<file path="config.mk">
export PLATFORM = sky130hd
export DESIGN_NAME = score_digit_render_flat
export DESIGN_NICKNAME = d
export VERILOG_FILES = /design/src/rtl/score_digit_render_pkg.sv /design/src/rtl/score_digit_render_if.sv /design/src/rtl/score_digit_render_bin2bcd_seq.sv /design/src/rtl/score_digit_render.sv /design/src/flat_wrapper.sv
export SDC_FILE = /design/constraint.sdc
export NUM_CORES = 1
export LEC_CHECK = 0
export ABC_AREA = 1
export ABC_CLOCK_PERIOD_IN_PS = 2000
export CAP_MARGIN = 25
export CORE_MARGIN = 5
export CORE_UTILIZATION = 45
export DETAILED_ROUTE_END_ITERATION = 12
export DONT_BUFFER_PORTS = 1
export GPL_ROUTABILITY_DRIVEN = 0
export PLACE_DENSITY = 0.69
export SLEW_MARGIN = 25
export SYNTH_ARGS = -nofsm -noshare
export SYNTH_HDL_FRONTEND = slang
export SYNTH_SLANG_ARGS = --single-unit
</file>
<file path="constraint.sdc">
create_clock -name PCLK -period 2 [get_ports PCLK]
set_input_delay 0.3 -clock PCLK [delete_from_list [all_inputs] [get_ports PCLK]]
set_output_delay 0.3 -clock PCLK [all_outputs]
set_load 0.02 [all_outputs]
</file>
<file path="src/rtl/score_digit_render_pkg.sv">
// Shared constants for the score renderer: register map, saturation limit,
// converter state encodings, default glyph geometry and the 7-segment table.
package score_pkg;

  localparam logic [11:0] ADDR_SCORE  = 12'h000;
  localparam logic [11:0] ADDR_BCD    = 12'h004;
  localparam logic [11:0] ADDR_STATUS = 12'h008;

  localparam logic [13:0] SCORE_MAX = 14'd9999;

  localparam logic ST_IDLE  = 1'b0;
  localparam logic ST_SHIFT = 1'b1;

  localparam int unsigned X0_DEF      = 12;
  localparam int unsigned Y0_DEF      = 12;
  localparam int unsigned DIGIT_W_DEF = 24;
  localparam int unsigned DIGIT_H_DEF = 48;
  localparam int unsigned GAP_DEF     = 8;
  localparam int unsigned SEG_T_DEF   = 4;

  // bit order {a,b,c,d,e,f,g}; entries 10..15 are blank
  typedef logic [6:0] seg7_t;
  localparam seg7_t SEG7_LUT [16] = '{
    7'b1111110, 7'b0110000, 7'b1101101, 7'b1111001,
    7'b0110011, 7'b1011011, 7'b1011111, 7'b1110000,
    7'b1111111, 7'b1111011, 7'b0000000, 7'b0000000,
    7'b0000000, 7'b0000000, 7'b0000000, 7'b0000000
  };

  function automatic seg7_t seg7_decode(input logic [3:0] d);
    return SEG7_LUT[d];
  endfunction

endpackage

</file>
<file path="src/rtl/score_digit_render_if.sv">
// APB bus bundle between the CPU fabric and the score renderer.
interface score_digit_render_if;
  logic        PSEL;
  logic        PENABLE;
  logic        PWRITE;
  logic [31:0] PADDR;
  logic [31:0] PWDATA;
  logic [31:0] PRDATA;
  logic        PREADY;
  logic        PSLVERR;

  modport master (output PSEL, PENABLE, PWRITE, PADDR, PWDATA,
                  input  PRDATA, PREADY, PSLVERR);
  modport slave  (input  PSEL, PENABLE, PWRITE, PADDR, PWDATA,
                  output PRDATA, PREADY, PSLVERR);
endinterface

</file>
<file path="src/rtl/score_digit_render_bin2bcd_seq.sv">
// Sequential double-dabble: 14 shift steps after a load, then one atomic
// commit of all four BCD nibbles. A new load restarts the conversion.
//   state    | meaning
//   ST_IDLE  | digits hold last committed value, busy low
//   ST_SHIFT | add-3/shift in progress, cnt counts down to the commit step
module bin2bcd_seq
  import score_pkg::*;
(
  input  logic        PCLK,
  input  logic        PRESERN,
  input  logic        load,
  input  logic [13:0] load_val,
  output logic        busy,
  output logic [15:0] digits
);

  logic        state;
  logic [3:0]  cnt;
  logic [29:0] sh;
  logic [29:0] adj;
  logic [29:0] sh_next;

  always_comb begin
    adj = sh;
    for (int i = 0; i < 4; i++) begin
      if (sh[14 + 4*i +: 4] >= 4'd5) adj[14 + 4*i +: 4] = sh[14 + 4*i +: 4] + 4'd3;
    end
    sh_next = {adj[28:0], 1'b0};
  end

  always_ff @(posedge PCLK or negedge PRESERN) begin
    if (!PRESERN) begin
      state  <= ST_IDLE;
      cnt    <= '0;
      sh     <= '0;
      digits <= '0;
    end else if (load) begin
      state <= ST_SHIFT;
      cnt   <= 4'd13;
      sh    <= {16'b0, load_val};
    end else if (state == ST_SHIFT) begin
      sh <= sh_next;
      if (cnt == 4'd0) begin
        digits <= sh_next[29:14];
        state  <= ST_IDLE;
      end else begin
        cnt <= cnt - 4'd1;
      end
    end
  end

  assign busy = (state == ST_SHIFT);

endmodule

</file>
<file path="src/rtl/score_digit_render.sv">
// APB score register plus per-pixel 7-segment renderer for four decimal
// digits; num is registered one cycle after (x, y).
module score_digit_render
  import score_pkg::*;
#(
  parameter int unsigned X0       = X0_DEF,
  parameter int unsigned Y0       = Y0_DEF,
  parameter int unsigned DIGIT_W  = DIGIT_W_DEF,
  parameter int unsigned DIGIT_H  = DIGIT_H_DEF,
  parameter int unsigned GAP      = GAP_DEF,
  parameter int unsigned SEG_T    = SEG_T_DEF,
  parameter bit          BLANK_LZ = 1'b1
) (
  input  logic                  PCLK,
  input  logic                  PRESERN,
  score_digit_render_if.slave   apb,
  input  logic [9:0]            x,
  input  logic [8:0]            y,
  output logic                  num
);

  localparam logic [10:0] X11   = 11'(X0);
  localparam logic [10:0] Y11   = 11'(Y0);
  localparam logic [10:0] W11   = 11'(DIGIT_W);
  localparam logic [10:0] H11   = 11'(DIGIT_H);
  localparam logic [10:0] T11   = 11'(SEG_T);
  localparam logic [10:0] HALF  = 11'(DIGIT_H / 2);
  localparam logic [10:0] HT11  = 11'(SEG_T / 2);
  localparam logic [10:0] PITCH = 11'(DIGIT_W + GAP);

  logic [13:0] score_bin;
  logic [13:0] sat_val;
  logic        load;
  logic        busy;
  logic [15:0] digits;

  assign load    = apb.PSEL && apb.PENABLE && apb.PWRITE && (apb.PADDR[11:0] == ADDR_SCORE);
  assign sat_val = (apb.PWDATA > {18'b0, SCORE_MAX}) ? SCORE_MAX : apb.PWDATA[13:0];

  always_ff @(posedge PCLK or negedge PRESERN) begin
    if (!PRESERN) score_bin <= '0;
    else if (load) score_bin <= sat_val;
  end

  bin2bcd_seq u_bcd (
    .PCLK     (PCLK),
    .PRESERN  (PRESERN),
    .load     (load),
    .load_val (sat_val),
    .busy     (busy),
    .digits   (digits)
  );

  always_comb begin
    apb.PRDATA = '0;
    case (apb.PADDR[11:0])
      ADDR_SCORE:  apb.PRDATA = {18'b0, score_bin};
      ADDR_BCD:    apb.PRDATA = {16'b0, digits};
      ADDR_STATUS: apb.PRDATA = {31'b0, busy};
      default:     apb.PRDATA = '0;
    endcase
  end

  assign apb.PREADY  = 1'b1;
  assign apb.PSLVERR = 1'b0;

  logic [10:0] xx, yy, left, rx, ry;
  logic [3:0]  blank;
  logic [3:0]  nib;
  seg7_t       segs, hit;
  logic        in_box, pix_on;

  assign xx = {1'b0, x};
  assign yy = {2'b0, y};

  // display slot 0 is the most significant digit; slot 3 is never blanked
  always_comb begin
    blank[0] = BLANK_LZ && (digits[15:12] == 4'd0);
    blank[1] = blank[0] && (digits[11:8] == 4'd0);
    blank[2] = blank[1] && (digits[7:4] == 4'd0);
    blank[3] = 1'b0;
    pix_on = 1'b0;
    left   = '0;
    nib    = '0;
    segs   = '0;
    hit    = '0;
    in_box = 1'b0;
    rx     = '0;
    ry     = '0;
    for (int i = 0; i < 4; i++) begin
      left   = X11 + 11'(i) * PITCH;
      nib    = digits[15 - 4*i -: 4];
      segs   = blank[i] ? 7'b0 : seg7_decode(nib);
      in_box = (xx >= left) && (xx < left + W11) && (yy >= Y11) && (yy < Y11 + H11);
      rx     = xx - left;
      ry     = yy - Y11;
      hit[6] = (ry < T11);
      hit[5] = (rx >= W11 - T11) && (ry < HALF);
      hit[4] = (rx >= W11 - T11) && (ry >= HALF);
      hit[3] = (ry >= H11 - T11);
      hit[2] = (rx < T11) && (ry >= HALF);
      hit[1] = (rx < T11) && (ry < HALF);
      hit[0] = (ry >= HALF - HT11) && (ry < HALF + HT11);
      if (in_box && |(segs & hit)) pix_on = 1'b1;
    end
  end

  always_ff @(posedge PCLK or negedge PRESERN) begin
    if (!PRESERN) num <= 1'b0;
    else num <= pix_on;
  end

endmodule
</file>
<file path="src/flat_wrapper.sv">
// flat-port wrapper written by rule: the top's interface ports become plain ports
module score_digit_render_flat import score_pkg::*;
#(
  parameter int unsigned X0       = X0_DEF,
  parameter int unsigned Y0       = Y0_DEF,
  parameter int unsigned DIGIT_W  = DIGIT_W_DEF,
  parameter int unsigned DIGIT_H  = DIGIT_H_DEF,
  parameter int unsigned GAP      = GAP_DEF,
  parameter int unsigned SEG_T    = SEG_T_DEF,
  parameter bit          BLANK_LZ = 1'b1
)
  (PCLK, PRESERN, x, y, num, apb_PSEL, apb_PENABLE, apb_PWRITE, apb_PADDR, apb_PWDATA, apb_PRDATA, apb_PREADY, apb_PSLVERR);
  score_digit_render_if apb_i ();
  input  logic PCLK;
  input  logic PRESERN;
  input  logic [9:0] x;
  input  logic [8:0] y;
  output logic num;
  input wire logic [$bits(apb_i.PSEL)-1:0] apb_PSEL;
  input wire logic [$bits(apb_i.PENABLE)-1:0] apb_PENABLE;
  input wire logic [$bits(apb_i.PWRITE)-1:0] apb_PWRITE;
  input wire logic [$bits(apb_i.PADDR)-1:0] apb_PADDR;
  input wire logic [$bits(apb_i.PWDATA)-1:0] apb_PWDATA;
  output wire logic [$bits(apb_i.PRDATA)-1:0] apb_PRDATA;
  output wire logic [$bits(apb_i.PREADY)-1:0] apb_PREADY;
  output wire logic [$bits(apb_i.PSLVERR)-1:0] apb_PSLVERR;
  assign apb_i.PSEL = apb_PSEL;
  assign apb_i.PENABLE = apb_PENABLE;
  assign apb_i.PWRITE = apb_PWRITE;
  assign apb_i.PADDR = apb_PADDR;
  assign apb_i.PWDATA = apb_PWDATA;
  assign apb_PRDATA = apb_i.PRDATA;
  assign apb_PREADY = apb_i.PREADY;
  assign apb_PSLVERR = apb_i.PSLVERR;
  score_digit_render #(.X0(X0), .Y0(Y0), .DIGIT_W(DIGIT_W), .DIGIT_H(DIGIT_H), .GAP(GAP), .SEG_T(SEG_T), .BLANK_LZ(BLANK_LZ)) u_core (.PCLK(PCLK), .PRESERN(PRESERN), .apb(apb_i), .x(x), .y(y), .num(num));
endmodule
</file>
* Word-level counts from Yosys, hierarchy flattened
Memories as Yosys holds them, arrays and structs flattened.
Cells that the tools add are included.
W data, S select, Z words.
** Storage, ports and cells
- Register bits :: 66
- Memory bits (read-only) :: 448
- Bits of input ports :: 88
- Output and inout port bits :: 35
- Memories kept :: 4
** Cells by class
- $add $sub $neg :: 10
- $lt $le $gt $ge :: 33
- Equality and inequality tests :: 3
- Mux-type cells :: 29
- Bitwise logic cells :: 9
- Reductions and logical operators :: 50
** Memories
- (no name shown) :: words 16, width 7, rd ports 1, clocked after memory_dff 0, write ports 0, RTL line score_digit_render_pkg.sv:31 : return SEG7_LUT[d];
- (no name shown) :: words 16, width 7, rd ports 1, clocked after memory_dff 0, write ports 0, RTL line score_digit_render_pkg.sv:31
- (no name shown) :: words 16, width 7, rd ports 1, clocked after memory_dff 0, write ports 0, RTL line score_digit_render_pkg.sv:31
- (no name shown) :: words 16, width 7, rd ports 1, clocked after memory_dff 0, write ports 0, RTL line score_digit_render_pkg.sv:31
** Operators with widths (number)
- $mux W7 :: 11
- $ge A11 B5 Y1 const B :: 6
- $mux W30 :: 2
- $lt A11 B3 Y1 const B :: 5
- $pmux W16 S3 :: 1
- $logic_and A1 B1 Y1 :: 38
- $gt A32 B14 Y1 const B :: 1
- $and A7 B7 Y7 :: 4
- $reduce_or A7 Y1 :: 4
- $mux W4 :: 6
- $lt A11 B5 Y1 const B :: 2
- $sub A10 B7 Y11 const B :: 2
- $ge A10 B7 Y1 const B :: 2
- $ge A5 B5 Y1 const B :: 4
- $lt A10 B7 Y1 const B :: 2
- $not A4 Y5 :: 4
- $ge A4 B3 Y1 const B :: 4
- $logic_not A4 Y1 :: 4
- $mux W14 :: 1
- $add A4 B2 Y4 const B :: 3
- $eq A12 B3 Y1 const B :: 1
- $eq A12 B4 Y1 const B :: 1
- $logic_not A12 Y1 :: 1
- $ge A11 B6 Y1 const B :: 1
- 18 further kinds :: 24

* Depth between registers and ports, before layout
- Depth after elaboration :: 12
- Mapped depth :: 17

* Hierarchy
A second synthesis with hierarchy kept.
** Unflattened totals
- Cells, all modules :: 861
- Area, all modules :: 5699.2 um^2
** By module, submodules not included
- score_digit_render :: instances 1, cells each 544, area each 3129.3 um^2, sequential area each 375.4 um^2
- bin2bcd_seq :: instances 1, cells each 317, area each 2570.0 um^2, sequential area each 1276.2 um^2

* Least setup slack after synthesis
Ideal clock, no wire load.
- Path kind :: input to output
- Start :: input port apb_PADDR[1]
- End :: output port apb_PRDATA[10]
- Arrival time :: 1.467 ns
- Required time :: 1.700 ns
- Slack :: 0.233 ns
- Stages :: 7
- Cell sequence :: or2_1 > nor3_1 > and2_1 > buf_4 > clkbuf_1 > nand2_1 > o21ai_0
** Between the ends
- Word-level cells in the longest chain between the ends :: 2
- Elaborated cells on any way between the ends :: 4
- Classes of those cells :: 2 x eq/ne; 1 x mux; 1 x reduce/logical
** RTL lines
- from (decl) :: RTL line flat_wrapper.sv:22 : input wire logic [$bits(apb_i.PADDR)-1:0] apb_PADDR;
- $eq A12 B4 Y1, or another cell as far along :: RTL line score_digit_render.sv:56 : case (apb.PADDR[11:0])
- $pmux W16 S3 (*) :: RTL line score_digit_render.sv:56
- to (decl) :: RTL line flat_wrapper.sv:24 : output wire logic [$bits(apb_i.PRDATA)-1:0] apb_PRDATA;
Mark *: on every way between the ends. The rest lies on a longest branch, timed or not.

* Final worst setup path
- Start :: input port apb_PADDR[1]
- End :: output port apb_PRDATA[9]
Same word-level chain as after synthesis.

==> metrics.md <==
| Metric | Value |
|---|---|
| Run status | complete, no violations |
| Distinct cell type count after synthesis | 40 |
| Area contributors post-synth | dfrtp_1, nand2_1, ha_1 |
| ANT nets after route | 0 |
| DRT Pass-1 Iters | 5 |
| P_sw | 0.000847 W |
| Layout area overhead | 12.1% |
| Synth async-reset ratio | 1.00 |
| Grt ovf | 0 |
| Worst Tran Pin Value | 533 ps |
| RSZ-0062 raised after global routing | no |
| Initial antenna violation count | 0 |
| Power per cell area | between 500 and 600 nW/um^2 |
| Combinational share of power | 0.104 |
| WL final | 12800 um |
| Placed instance count | between 900 and 1000 |
| Worst R2R Start | u_core.u_bcd.digits[5] |
| CP endpoint kind | primary output |
| Yosys reg bits | 66 |
| Number of port buffers | 0 |
| Sequential fraction of the synthesis area | 0.314 |
| Placeable core area | 11400 um^2 |
| Data arrival time of the critical path | 1530 ps |
| Hold Violations, Final | 0 |
| GRT Util Overall | 0.183 |
| CTS tree | built |
| Hold Crit Class | in2reg |
| Synth Flop Type | dfrtp_1 |
| Internal Power | 0.00254 W |
| Via Count | 4893 |
| Wire per inst | roughly 13 um |
| Dpl hpwl | 9930 um |
| Switching share of power | 0.250 |
| Synth warn | 0 |
| Hold Crit Start | apb_PWDATA[5] |
| Clock power share | 0.496 |
| Area of the die | 13900 um^2 |
| Top cell type's share of synthesized area | 0.314 |
| Number of vias per cell | 5.08 |
| # DRC | 0 |
| Area leader, netlist | dfrtp_1 |
| Starting density of the core | 0.460 |
| Most common cell in the synthesized netlist | nand2_1 |
| Worst Hold Margin | approximately 140 ps |
| CP startpoint | apb_PADDR[1] |
| FP Rows | 39 |
| VDD IR max | 0.344 mV |
| Total clock buffers created by CTS | 9 |
| Final TNS setup | 0 ps |
| Pleak | 3.01 nW |
| Slew margin rel. | 0.642 |
| Starting DRT DRC Count | 352 |
| Worst Skew | 7.31 ps |
| Post-layout min period | between 1500 and 2000 ps |
| Setup violators final | 0 |
| Final nets | 935 |
| Die W | 118 um |
| Most frequent cells after synthesis | nand2_1, inv_1, nand3_1 |
| I/O pin count | 123 |
| Peak Freq | 547 MHz |
| Non-Filler Instances | between 900 and 1000 |
| CTS root buffer | clkbuf_16 |
| Vias in the first global route | 4515 |
| Layout cells sized above 1 | 0.0890 |
| Crit start category | primary input |
| ANT cells | 0 |
| Syn_area_per_cell | 6.64 um^2 |
| Clk sink count | 66 |
| Period utilization | 0.914 |
| Clock tree buffer depth | 2 |
| H-tree levels | 3 |
| EDFF count, synth | 0 |
| Seq pwr share | 0.400 |
| Crit Path Category | in2out |
| Die Span Y | 118 um |
| CP Max Fanout | 14 |
| Largest net degree at the start of global routing | 67 |
| Max Slew Vio Count | 0 |
| Reg clk slew, reported paths | approximately 60 ps |
| Synthesized instance count | 792 |
| First-pass GRT wire length | 21500 um |
| Mapped Area | 5260 um^2 |
| Final-layout fill cell count | approximately 1100 |
| Max Cap Viol | 0 |
| Worst Path Required | 1700 ps |
| R2R setup slack | 190 ps |
| Clock latency on the worst-skew pair | around 330 ps |
## layout make-up
class	instances	area (um^2)	share of cell area
Inverter	97	364	0.0618
Multi-Input combinational cell	606	3090	0.524
Timing Repair Buffer	36	293	0.0497
Clock buffer	9	225	0.0382
Clock inverter	6	92.6	0.0157
Sequential cell	66	1650	0.280
Tap cell	143	179	0.0304
## logic make-up after synthesis
family                     share of synthesized area
and+or+nand+nor                                0.342
buffers and inverters                          0.114
AOI/OAI and AO/OA                              0.142
DFF                                            0.314
adders and majority gates                     0.0738
xor gates and xnor gates                      0.0117
other                                        0.00143
## cell usage in the layout, fill, tap and decap left out, types with 3 or more instances in the layout
master	netlist	final
o31ai_1	3	3
o21ai_1	16	16
ha_1	31	31
nor4_1	5	5
conb_1	2	18
inv_2	4	5
a21oi_1	24	23
nand2_1	228	227
or2_2	7	7
o21ai_0	59	59
clkbuf_16	0	9
inv_1	93	92
dfrtp_1	66	66
nand3_1	73	73
a21boi_1	4	4
nor2_1	66	65
nand4_1	15	15
a31oi_1	12	12
o211ai_1	7	7
xor2_1	7	7
buf_4	19	34
nor3_1	11	10
o21bai_1	3	3
## worst paths after layout
check / to / cells after the start
worst min-delay path: u_core.u_bcd.sh[5] / 2
min in group asynchronous: u_core.score_bin[6] / 2
worst max register to register: u_core.num / 13
max in group asynchronous: u_core.u_bcd.sh[28] / 2
worst min register to register: u_core.u_bcd.cnt[3] / 1
worst max-delay path: apb_PRDATA[9] / 7
## flip-flops by register name, summed over array words and instances, names as in the netlist
name and count:
u_core.u_bcd.cnt 4, u_core.u_bcd.digits 16, u_core.u_bcd.sh 30, u_core.score_bin 14, u_core.u_bcd.busy 1, u_core.num 1
## through the flow
step           utilization  power (W)  worst slack [ps]  area (um^2)
3_5_place_dp         0.483    0.00169              2.01         5520
6_report             0.516    0.00339               172         5890
2_1_floorplan            -    0.00166               233         5320
3_3_place_gp         0.483    0.00169              43.9         5520
4_1_cts              0.514    0.00342              90.2         5870
5_1_grt              0.516    0.00354              19.1         5890
## power groups by stage
stage | clock (W) | combinational, W | sequential [W]
detailed placement | 0 | 0.000313 | 0.00138
global placement | 0 | 0.000309 | 0.00138
finish | 0.00168 | 0.000352 | 0.00135
floorplan | 0 | 0.000287 | 0.00138
CTS | 0.00171 | 0.000350 | 0.00135
global route | 0.00178 | 0.000407 | 0.00136
## worst max-delay path, stage by stage
cell	delay, ps
or2_1	240
nor3_1	120
and2_1	210
buf_4	220
nand2_1	90
o21ai_0	140
buf_4	210
## timing repair
| item | CTS | global route |
|---|---|---|
| setup buffers | 0 | 0 |
| setup endpoints to repair | 0 | 1 |
| endpoints found under the hold margin | 66 | 0 |
| gates resized for setup | 0 | 6 |
| hold buffers | 2 | 0 |
## layer usage
layer  GRT usage  part of all wire  vias to the layer above
li1            -                 -                     2602
met1       0.246              0.46                     2179
met2       0.302              0.48                       95
met3      0.0298             0.040                       17
met4      0.0530             0.014                        0
met5           0                 0                        -
Power figures use the tool's default switching activity.
